**config.mk**
```make
export PLATFORM = sky130hd
export DESIGN_NAME = tx_arbiter_flat
export DESIGN_NICKNAME = d
export VERILOG_FILES = /design/src/rtl/tx_arbiter_if.sv /design/src/rtl/tx_arbiter.sv /design/src/flat_wrapper.sv
export SDC_FILE = /design/constraint.sdc
export NUM_CORES = 1
export LEC_CHECK = 0
export CORE_MARGIN = 2
export CORE_UTILIZATION = 51
export DETAILED_ROUTE_END_ITERATION = 12
export HOLD_SLACK_MARGIN = 0.08
export PLACE_DENSITY_LB_ADDON = 0.15
export RECOVER_POWER = 100
export SLEW_MARGIN = 20
export SYNTH_ARGS = -nofsm -noshare
export SYNTH_HDL_FRONTEND = slang
export SYNTH_SLANG_ARGS = --single-unit
```
**constraint.sdc**
```tcl
create_clock -name clk -period 3.1 [get_ports clk]
set_input_delay 0.62 -clock clk [delete_from_list [all_inputs] [get_ports clk]]
set_output_delay 0.62 -clock clk [all_outputs]
set_load 0.01 [all_outputs]
```
**src/rtl/tx_arbiter_if.sv**
```systemverilog
// tx_arbiter_if: request/grant and TX-command signals between the transmit
// arbiter and its clients (protocol controller, host interface, TX FSM).
//   hs_req/hs_type/hs_grant/hs_done          handshake requester
//   data_req/data_size/buffer_occupancy/
//   data_grant/data_done                     DATA requester
//   tx_packet/tx_packet_data_size/tx_done    TX state machine command path
//   tx_busy/tx_error                         arbiter status
// Modports: slave = arbiter side, master = client/stimulus side.
interface tx_arbiter_if;
  logic       hs_req;
  logic       hs_type;
  logic       hs_grant;
  logic       hs_done;
  logic       data_req;
  logic [6:0] data_size;
  logic [6:0] buffer_occupancy;
  logic       data_grant;
  logic       data_done;
  logic [1:0] tx_packet;
  logic [6:0] tx_packet_data_size;
  logic       tx_done;
  logic       tx_busy;
  logic       tx_error;

  modport slave (
    input  hs_req, hs_type, data_req, data_size, buffer_occupancy, tx_done,
    output hs_grant, hs_done, data_grant, data_done, tx_packet,
           tx_packet_data_size, tx_busy, tx_error
  );

  modport master (
    output hs_req, hs_type, data_req, data_size, buffer_occupancy, tx_done,
    input  hs_grant, hs_done, data_grant, data_done, tx_packet,
           tx_packet_data_size, tx_busy, tx_error
  );
endinterface

```
**src/rtl/tx_arbiter.sv**
```systemverilog
// tx_arbiter: shares the USB transmit path between the protocol controller
// (ACK/NAK handshakes) and the host interface (DATA packets). Handshakes have
// priority; DATA is held back until the TX buffer holds the whole payload.
// Issues a one-cycle packet command, waits for tx_done, then enforces an
// inter-packet gap of GAP_CYCLES clocks.
// Ports:
//   clk    system clock
//   n_rst  asynchronous active-low reset
//   bus    tx_arbiter_if.slave (requests, grants, TX command, status)
// Parameters:
//   GAP_CYCLES      idle clocks after tx_done/abort before next grant (0 = none)
//   TIMEOUT_CYCLES  WAIT_DONE limit before abort (watchdog builds only)
// Optional feature: define TX_ARBITER_WATCHDOG_EN to enable the WAIT_DONE
// watchdog; otherwise WAIT_DONE waits indefinitely and tx_error stays 0.
module tx_arbiter #(
  parameter int unsigned GAP_CYCLES     = 16,
  parameter int unsigned TIMEOUT_CYCLES = 4095
) (
  input logic        clk,
  input logic        n_rst,
  tx_arbiter_if.slave bus
);

  localparam int unsigned GAP_W = (GAP_CYCLES < 2) ? 1 : $clog2(GAP_CYCLES + 1);
  localparam logic [GAP_W-1:0] GAP_LOAD = GAP_W'(GAP_CYCLES);

  typedef enum logic [1:0] {
    IDLE,
    ISSUE,
    WAIT_DONE,
    GAP
  } state_t;

  state_t           state;
  logic [GAP_W-1:0] gap_cnt;
  logic             owner_data;
  logic             wd_expired;

`ifdef TX_ARBITER_WATCHDOG_EN
  localparam int unsigned WD_W = (TIMEOUT_CYCLES < 2) ? 1 : $clog2(TIMEOUT_CYCLES + 1);
  logic [WD_W-1:0] wd_cnt;

  // Expires on the TIMEOUT_CYCLES-th clock spent in WAIT_DONE; the counter
  // stops below TIMEOUT_CYCLES so it can neither saturate nor wrap.
  always_comb begin
    wd_expired = (32'(wd_cnt) + 32'd1 >= TIMEOUT_CYCLES);
  end
`else
  always_comb begin
    wd_expired = 1'b0;
  end

  // TIMEOUT_CYCLES has no effect without the watchdog.
  if (TIMEOUT_CYCLES == 0) begin : g_no_watchdog
  end
`endif

  always_ff @(posedge clk or negedge n_rst) begin
    if (!n_rst) begin
      state                   <= IDLE;
      gap_cnt                 <= '0;
      owner_data              <= 1'b0;
      bus.hs_grant            <= 1'b0;
      bus.hs_done             <= 1'b0;
      bus.data_grant          <= 1'b0;
      bus.data_done           <= 1'b0;
      bus.tx_packet           <= '0;
      bus.tx_packet_data_size <= '0;
      bus.tx_busy             <= 1'b0;
      bus.tx_error            <= 1'b0;
`ifdef TX_ARBITER_WATCHDOG_EN
      wd_cnt                  <= '0;
`endif
    end else begin
      // Pulse outputs default low; tx_packet is only non-zero in ISSUE.
      bus.hs_grant   <= 1'b0;
      bus.hs_done    <= 1'b0;
      bus.data_grant <= 1'b0;
      bus.data_done  <= 1'b0;
      bus.tx_error   <= 1'b0;
      bus.tx_packet  <= '0;

      case (state)
        IDLE: begin
          if (bus.hs_req) begin
            bus.hs_grant            <= 1'b1;
            bus.tx_packet           <= {1'b1, bus.hs_type};
            bus.tx_packet_data_size <= '0;
            owner_data              <= 1'b0;
            bus.tx_busy             <= 1'b1;
            state                   <= ISSUE;
          end else if (bus.data_req && (bus.buffer_occupancy >= bus.data_size)) begin
            bus.data_grant          <= 1'b1;
            bus.tx_packet           <= 2'b01;
            bus.tx_packet_data_size <= bus.data_size;
            owner_data              <= 1'b1;
            bus.tx_busy             <= 1'b1;
            state                   <= ISSUE;
          end
        end

        ISSUE: begin
`ifdef TX_ARBITER_WATCHDOG_EN
          wd_cnt <= '0;
`endif
          state  <= WAIT_DONE;
        end

        WAIT_DONE: begin
          // tx_done takes precedence over a simultaneous watchdog expiry.
          if (bus.tx_done || wd_expired) begin
            if (bus.tx_done) begin
              bus.hs_done   <= ~owner_data;
              bus.data_done <= owner_data;
            end else begin
              bus.tx_error  <= 1'b1;
            end
            if (GAP_CYCLES == 0) begin
              bus.tx_busy <= 1'b0;
              state       <= IDLE;
            end else begin
              gap_cnt <= GAP_LOAD;
              state   <= GAP;
            end
          end else begin
`ifdef TX_ARBITER_WATCHDOG_EN
            wd_cnt <= wd_cnt + 1'b1;
`endif
          end
        end

        GAP: begin
          // Leaving on the edge that takes the count to zero keeps GAP
          // exactly GAP_CYCLES clocks long.
          if (gap_cnt <= GAP_W'(1)) begin
            gap_cnt     <= '0;
            bus.tx_busy <= 1'b0;
            state       <= IDLE;
          end else begin
            gap_cnt <= gap_cnt - 1'b1;
          end
        end

        default: begin
          bus.tx_busy <= 1'b0;
          state       <= IDLE;
        end
      endcase
    end
  end

endmodule
```
**src/flat_wrapper.sv**
```systemverilog
// flat-port wrapper written by rule: the top's interface ports become plain ports
module tx_arbiter_flat 
#(
  parameter int unsigned GAP_CYCLES     = 16,
  parameter int unsigned TIMEOUT_CYCLES = 4095
)
  (clk, n_rst, bus_hs_req, bus_hs_type, bus_data_req, bus_data_size, bus_buffer_occupancy, bus_tx_done, bus_hs_grant, bus_hs_done, bus_data_grant, bus_data_done, bus_tx_packet, bus_tx_packet_data_size, bus_tx_busy, bus_tx_error);
  tx_arbiter_if bus_i ();
  input logic clk;
  input logic n_rst;
  input wire logic [$bits(bus_i.hs_req)-1:0] bus_hs_req;
  input wire logic [$bits(bus_i.hs_type)-1:0] bus_hs_type;
  input wire logic [$bits(bus_i.data_req)-1:0] bus_data_req;
  input wire logic [$bits(bus_i.data_size)-1:0] bus_data_size;
  input wire logic [$bits(bus_i.buffer_occupancy)-1:0] bus_buffer_occupancy;
  input wire logic [$bits(bus_i.tx_done)-1:0] bus_tx_done;
  output wire logic [$bits(bus_i.hs_grant)-1:0] bus_hs_grant;
  output wire logic [$bits(bus_i.hs_done)-1:0] bus_hs_done;
  output wire logic [$bits(bus_i.data_grant)-1:0] bus_data_grant;
  output wire logic [$bits(bus_i.data_done)-1:0] bus_data_done;
  output wire logic [$bits(bus_i.tx_packet)-1:0] bus_tx_packet;
  output wire logic [$bits(bus_i.tx_packet_data_size)-1:0] bus_tx_packet_data_size;
  output wire logic [$bits(bus_i.tx_busy)-1:0] bus_tx_busy;
  output wire logic [$bits(bus_i.tx_error)-1:0] bus_tx_error;
  assign bus_i.hs_req = bus_hs_req;
  assign bus_i.hs_type = bus_hs_type;
  assign bus_i.data_req = bus_data_req;
  assign bus_i.data_size = bus_data_size;
  assign bus_i.buffer_occupancy = bus_buffer_occupancy;
  assign bus_i.tx_done = bus_tx_done;
  assign bus_hs_grant = bus_i.hs_grant;
  assign bus_hs_done = bus_i.hs_done;
  assign bus_data_grant = bus_i.data_grant;
  assign bus_data_done = bus_i.data_done;
  assign bus_tx_packet = bus_i.tx_packet;
  assign bus_tx_packet_data_size = bus_i.tx_packet_data_size;
  assign bus_tx_busy = bus_i.tx_busy;
  assign bus_tx_error = bus_i.tx_error;
  tx_arbiter #(.GAP_CYCLES(GAP_CYCLES), .TIMEOUT_CYCLES(TIMEOUT_CYCLES)) u_core (.clk(clk), .n_rst(n_rst), .bus(bus_i));
endmodule
```
# Word level (Yosys, flattened, before mapping)
# Index checks and enable logic that the tools add are counted.
# W data, S select, Z words.
totals:
  reg_bits: 22
  latchBits: 0
  ram_bits: 0
  romBits: 0
  inputBits: 20
  output_inout_bits: 15
  elab_cells: 56
  memories: 0
op_classes:
  addsub: 1
  n_mul: 0
  div_mod_pow: 0
  order_cmp: 2
  n_eq_ne: 6
  shifts: 0
  n_mux: 27
  n_bitwise: 1
  reduce_logical: 9
ops:
  columns: ["operator", "count"]
  rows:
  - ["$mux W1", 14]
  - ["$mux W7", 2]
  - ["$mux W2", 6]
  - ["$mux W5", 2]
  - ["$pmux W5 S2", 1]
  - ["$pmux W2 S4", 1]
  - ["$ge A7 B7 Y1", 1]
  - ["$reduce_and A3 Y1", 2]
  - ["$reduce_bool A2 Y1", 3]
  - ["$le A5 B1 Y1 const B", 1]
  - ["$sub A5 B1 Y5 const B", 1]
  - ["$eq A2 B2 Y1 const B", 2]
  - ["$reduce_and A2 Y1", 2]
  - ["$ne A3 B2 Y1 const B", 1]
  - ["$eq A2 B1 Y1 const B", 1]
  - ["$logic_not A2 Y1", 1]
  - ["$ne A2 B1 Y1 const B", 1]
  - ["$ne A2 B2 Y1 const B", 1]
  - ["$pmux W1 S2", 1]
  - ["$logic_and A1 B1 Y1", 1]
  - ["$not A1 Y1", 1]

# Depth between registers and ports, before layout
logic_depth:
  depth_word: 5
  mapped_depth: 10
  ltp_nobuf: 8

# Worst setup path after synthesis
# No wires, ideal clock.
synth_path:
  path_type: "input port to flip-flop"
  start: "input port bus_data_size[6]"
  end: "register u_core.state[1]"
  setup_ps: 125
  arrival_time_ps: 1865
  required_time_ps: 2975
  path_slack_ps: 1110
  path_stages: 8
  path_buffers: 0
  cell_sequence: "inv_1 -> ha_1 -> a21oi_1 -> nand2_1 -> a21oi_2 -> a21boi_2 -> o211a_1 -> mux2_4"
synth_via:
  elab_chain_cells: 4
synth_rtl:
  columns: ["element", "line_no", "text"]
  rows:
  - ["start: declaration", "flat_wrapper.sv:14", "input wire logic [$bits(bus_i.data_size)-1:0] bus_data_size;"]
  - ["$ge A7 B7 Y1", "tx_arbiter.sv:92", "end else if (bus.data_req && (bus.buffer_occupancy >= bus.data_size)) begin"]
  - ["$logic_and A1 B1 Y1", "tx_arbiter.sv:92", null]
  - ["$ne A3 B2 Y1 (no line)", null, null]
  - ["$reduce_and A3 Y1 (no line)", null, null]
  - ["end signal: assignment", "tx_arbiter.sv:91", "state <= ISSUE;"]
  - ["end signal: assignment", "tx_arbiter.sv:98", "state <= ISSUE;"]
  - ["end signal: assignment", "tx_arbiter.sv:106", "state <= WAIT_DONE;"]
  - ["end: declaration", "tx_arbiter.sv:34", "state_t state;"]
# Every way passes these cells.
# A chain may end at the register's enable or synchronous reset.

# Worst setup path in the final report
layout_path:
  start: "input port bus_data_size[6]"
  end: "register u_core.bus.tx_packet_data_size[1] (netlist name)"
layout_via:
  elab_chain_cells: 4
layout_rtl:
  columns: ["element", "line_no", "text"]
  rows:
  - ["$ge A7 B7 Y1", "tx_arbiter.sv:92", null]
  - ["$logic_and A1 B1 Y1", "tx_arbiter.sv:92", null]
  - ["$reduce_bool A2 Y1 (no line)", null, null]
  - ["$reduce_and A2 Y1 (no line)", null, null]
  - ["end signal: assignment", "tx_arbiter.sv:95", "bus.tx_packet_data_size <= bus.data_size;"]
  - ["end: declaration", "tx_arbiter_if.sv:28", "tx_packet_data_size, tx_busy, tx_error"]
# Every way passes these cells.

==> summary.md <==
| Metric | Value |
|---|---|
| CTS Buf Count | `3` |
| Hold Crit Class | `flip-flop to flip-flop` |
| Routed via count | `1099` |
| Post-cts sizing count | `0` |
| Placed cell area | `1650 µm²` |
| Hold path depth | `1` |
| Largest cells by area after synthesis | `dfrtp_1 40%, ha_1 12%, nand2b_1 4.8%` |
| WL final | `2.70 mm` |
| DR WL/cell | `13.2 µm` |
| Die area | `2970 µm²` |
| Ys flop type | `dfrtp_1` |
| Core Util, Final | `67.5%` |
| Post-route DRC violation count | `0` |
| EDFF count, synth | `0` |
| GRT overflow | `0` |
| First-pass GRT wire length | `4.29 mm` |
| Port Buffers | `33` |
| Hold Path Sink | `u_core.bus.hs_done$_DFF_PN0_` |
| Critical Path RT | `3310 ps` |
| Ys async rst share | `100%` |
| Library cells used by synthesis | `33` |
| Unrepaired setup endpoints after global routing | `false` |
| Die Height | `54.5 µm` |
| Post-synth top area cell | `dfrtp_1` |
| Post-CTS setup buffer count | `0` |
| IO Pins | `35` |
| Max-cap violations | `0` |
| CORE AREA | `2450 µm²` |
| Setup-failing EPs final | `0` |
| Vias per std cell | `5.36` |
| Fmax | `404 MHz` |
| Slew @ Worst Pin | `1130 ps` |
| TritonCTS clock tree | `built` |
| DRT iter0 DRCs | `23` |
| FP Rows | `18` |
| Max Slew Vio Count | `0` |
| Initial antenna violation count | `0` |
| Worst-path clk slew | `110 ps` |
| Fin crit period | `2480 ps` |
| Leakage | `0.780 nW` |
| Maximum clock path buffer count | `2` |
| P per Cell Area | `733 nW/µm²` |
| Mean Syn Cell Area | `9.17 µm²` |
| Syn Inst Count | `142` |
| RD Place Congestion | `0.773` |
| Syn. warnings | `0` |
| Critical path class | `input port to flip-flop` |
| Seq/Total Area, Yosys | `40.3%` |
| Yosys top cell area share | `40.3%` |
| Skew-Pair Late Insertion Delay | `290 ps` |
| Capturing point of the worst reg2reg path | `u_core.state[1]$_DFFE_PN0P_` |
| Hold Buf Count CTS | `0` |
| VDD IR max | `0.000545 V` |
| Critical Path Sink Type | `flip-flop` |
| Final net count | `209` |
| FF+latch count, synth | `21` |
| Count leader, synth | `dfrtp_1` |
| Post-Synthesis Net Count | `175` |
| Top post-synthesis cells by count | `21 x dfrtp_1, 16 x nand2_1, 14 x inv_1, 13 x ha_1, 12 x nand3_1` |
| Setup TNS | `0 ps` |
| Fin area | `1660 µm²` |
| Crit start category | `input port` |
| Syn Std Cell Area | `1300 µm²` |
| TritonRoute pass-1 iters | `4` |
| Min-Delay Startpoint | `u_core.owner_data$_DFFE_PN0P_` |
| FF-to-FF path depth | `5` |
| Clock sink count | `21` |
| Chip width | `54.5 µm` |
| Clk_skew | `0.996 ps` |
| # diodes | `0` |
| Status | `completed` |
| Flop2flop setup slack | `1300 ps` |
| Synth-to-Final Area Change | `27.3%` |
| CTS root buf | `clkbuf_4` |
| Post-DRT Antenna Nets | `0` |
| Largest net degree at the start of global routing | `22` |
| Worst EP arrival | `2690 ps` |
| Vias in the first global route | `1011` |
| Fin. Hold Viols | `0` |
| Period utilization | `79.9%` |
| CP max FO | `17` |
| Slew HR | `24.3%` |
| RR Startpoint | `u_core.state[0]$_DFFE_PN0P_` |
| Total Routing Usage GR | `20.0%` |
| DPL Wire Length | `2.12 mm` |
| Htree depth | `1` |
| Initial Util | `53.1%` |
| Layout cell share with drive strength beyond 1 | `5.14%` |
## metal layers
layer,track usage [%],vias to the layer above,share of wire (%)
met3,3.28,2,5.8
met5,0,-,0
met1,28.0,502,48
li1,-,559,-
met4,5.00,0,0.56
met2,32.1,36,45
## area by class of cell
| cell class | count | area, µm² |
|---|---|---|
| Sequential cell | 21 | 526 |
| Clock buffer | 4 | 26.3 |
| Tap cell | 30 | 37.5 |
| Fill cell | 198 | 797 |
| Timing Repair Buffer | 36 | 349 |
| Multi-Input combinational cell | 100 | 667 |
| Inverter | 14 | 52.6 |
## how the worst max path moves through the flow
stage,start,end,slack (ps)
2_1_floorplan,bus_data_size[6],u_core.state[1]$_DFFE_PN0P_,1110
3_3_place_gp,bus_data_size[6],u_core.bus.tx_packet_data_size[4]$_DFFE_PN0P_,480
3_5_place_dp,bus_data_size[6],u_core.bus.tx_packet_data_size[1]$_DFFE_PN0P_,390
4_1_cts,bus_data_size[6],u_core.bus.tx_packet_data_size[1]$_DFFE_PN0P_,700
5_1_grt,bus_data_size[6],u_core.bus.tx_packet_data_size[1]$_DFFE_PN0P_,470
6_report,bus_data_size[6],u_core.bus.tx_packet_data_size[1]$_DFFE_PN0P_,620
## through the flow
stage / hold slack [ps] / setup slack (ps) / std cells / total power, W
after CTS: 472 / 700 / 205 / 0.00128
final: 466 / 623 / 205 / 0.00121
after global routing: 470 / 474 / 205 / 0.00133
after global placement: 467 / 479 / 201 / 0.00112
after detailed placement: 458 / 390 / 201 / 0.00114
after floorplan: 324 / 1110 / 142 / 0.000888
## power by group
group / internal, W / switching, W
clock: 0.0000500 / 0.0000772
combinational: 0.000294 / 0.000328
sequential: 0.000383 / 0.0000817
## cell families (layout without fill, tap and decap cells)
kind of cell | after synthesis | in the layout | share of synthesized area (%)
compound gates | 30 | 30 | 16.5
fa+ha+maj | 13 | 13 | 12.5
buf+inv | 21 | 54 | 7.49
flops | 21 | 21 | 40.3
mux | 2 | 2 | 1.92
other cells | 1 | 1 | 0.288
simple gates | 54 | 54 | 20.9
## worst max-delay path, stage by stage
cell and delay, ps:
dlygate4sd3_1 560, inv_1 50, ha_1 300, and3_1 210
nand3_1 100, a21boi_2 240, buf_4 260, nand3_1 120
o221ai_1 220
## registers in the layout (all words and copies together) (netlist names)
name and cells:
u_core.owner_data 1, u_core.bus.tx_busy 1, u_core.bus.tx_packet 1, u_core.bus.hs_grant 1, u_core.bus.hs_done 1, u_core.gap_cnt 5
u_core.bus.tx_packet_data_size 7, u_core.bus.data_done 1, u_core.bus.data_grant 1, u_core.state 2
## cell usage in the layout (no fill, tap or decap), drive strengths merged, types with 2 or more instances in the layout
cell type	Yosys	final
nand2b	10	10
o21ai	9	9
dfrtp	21	21
clkbuf	3	5
nor3	2	2
buf	4	2
ha	13	13
nand2	16	16
a21oi	7	7
and3	2	2
dlygate4sd3	0	17
nand3	12	12
inv	14	14
o221ai	7	7
clkdlybuf4s50	0	16
nor2	8	8
No activity file was read; power rests on OpenSTA's default activity.
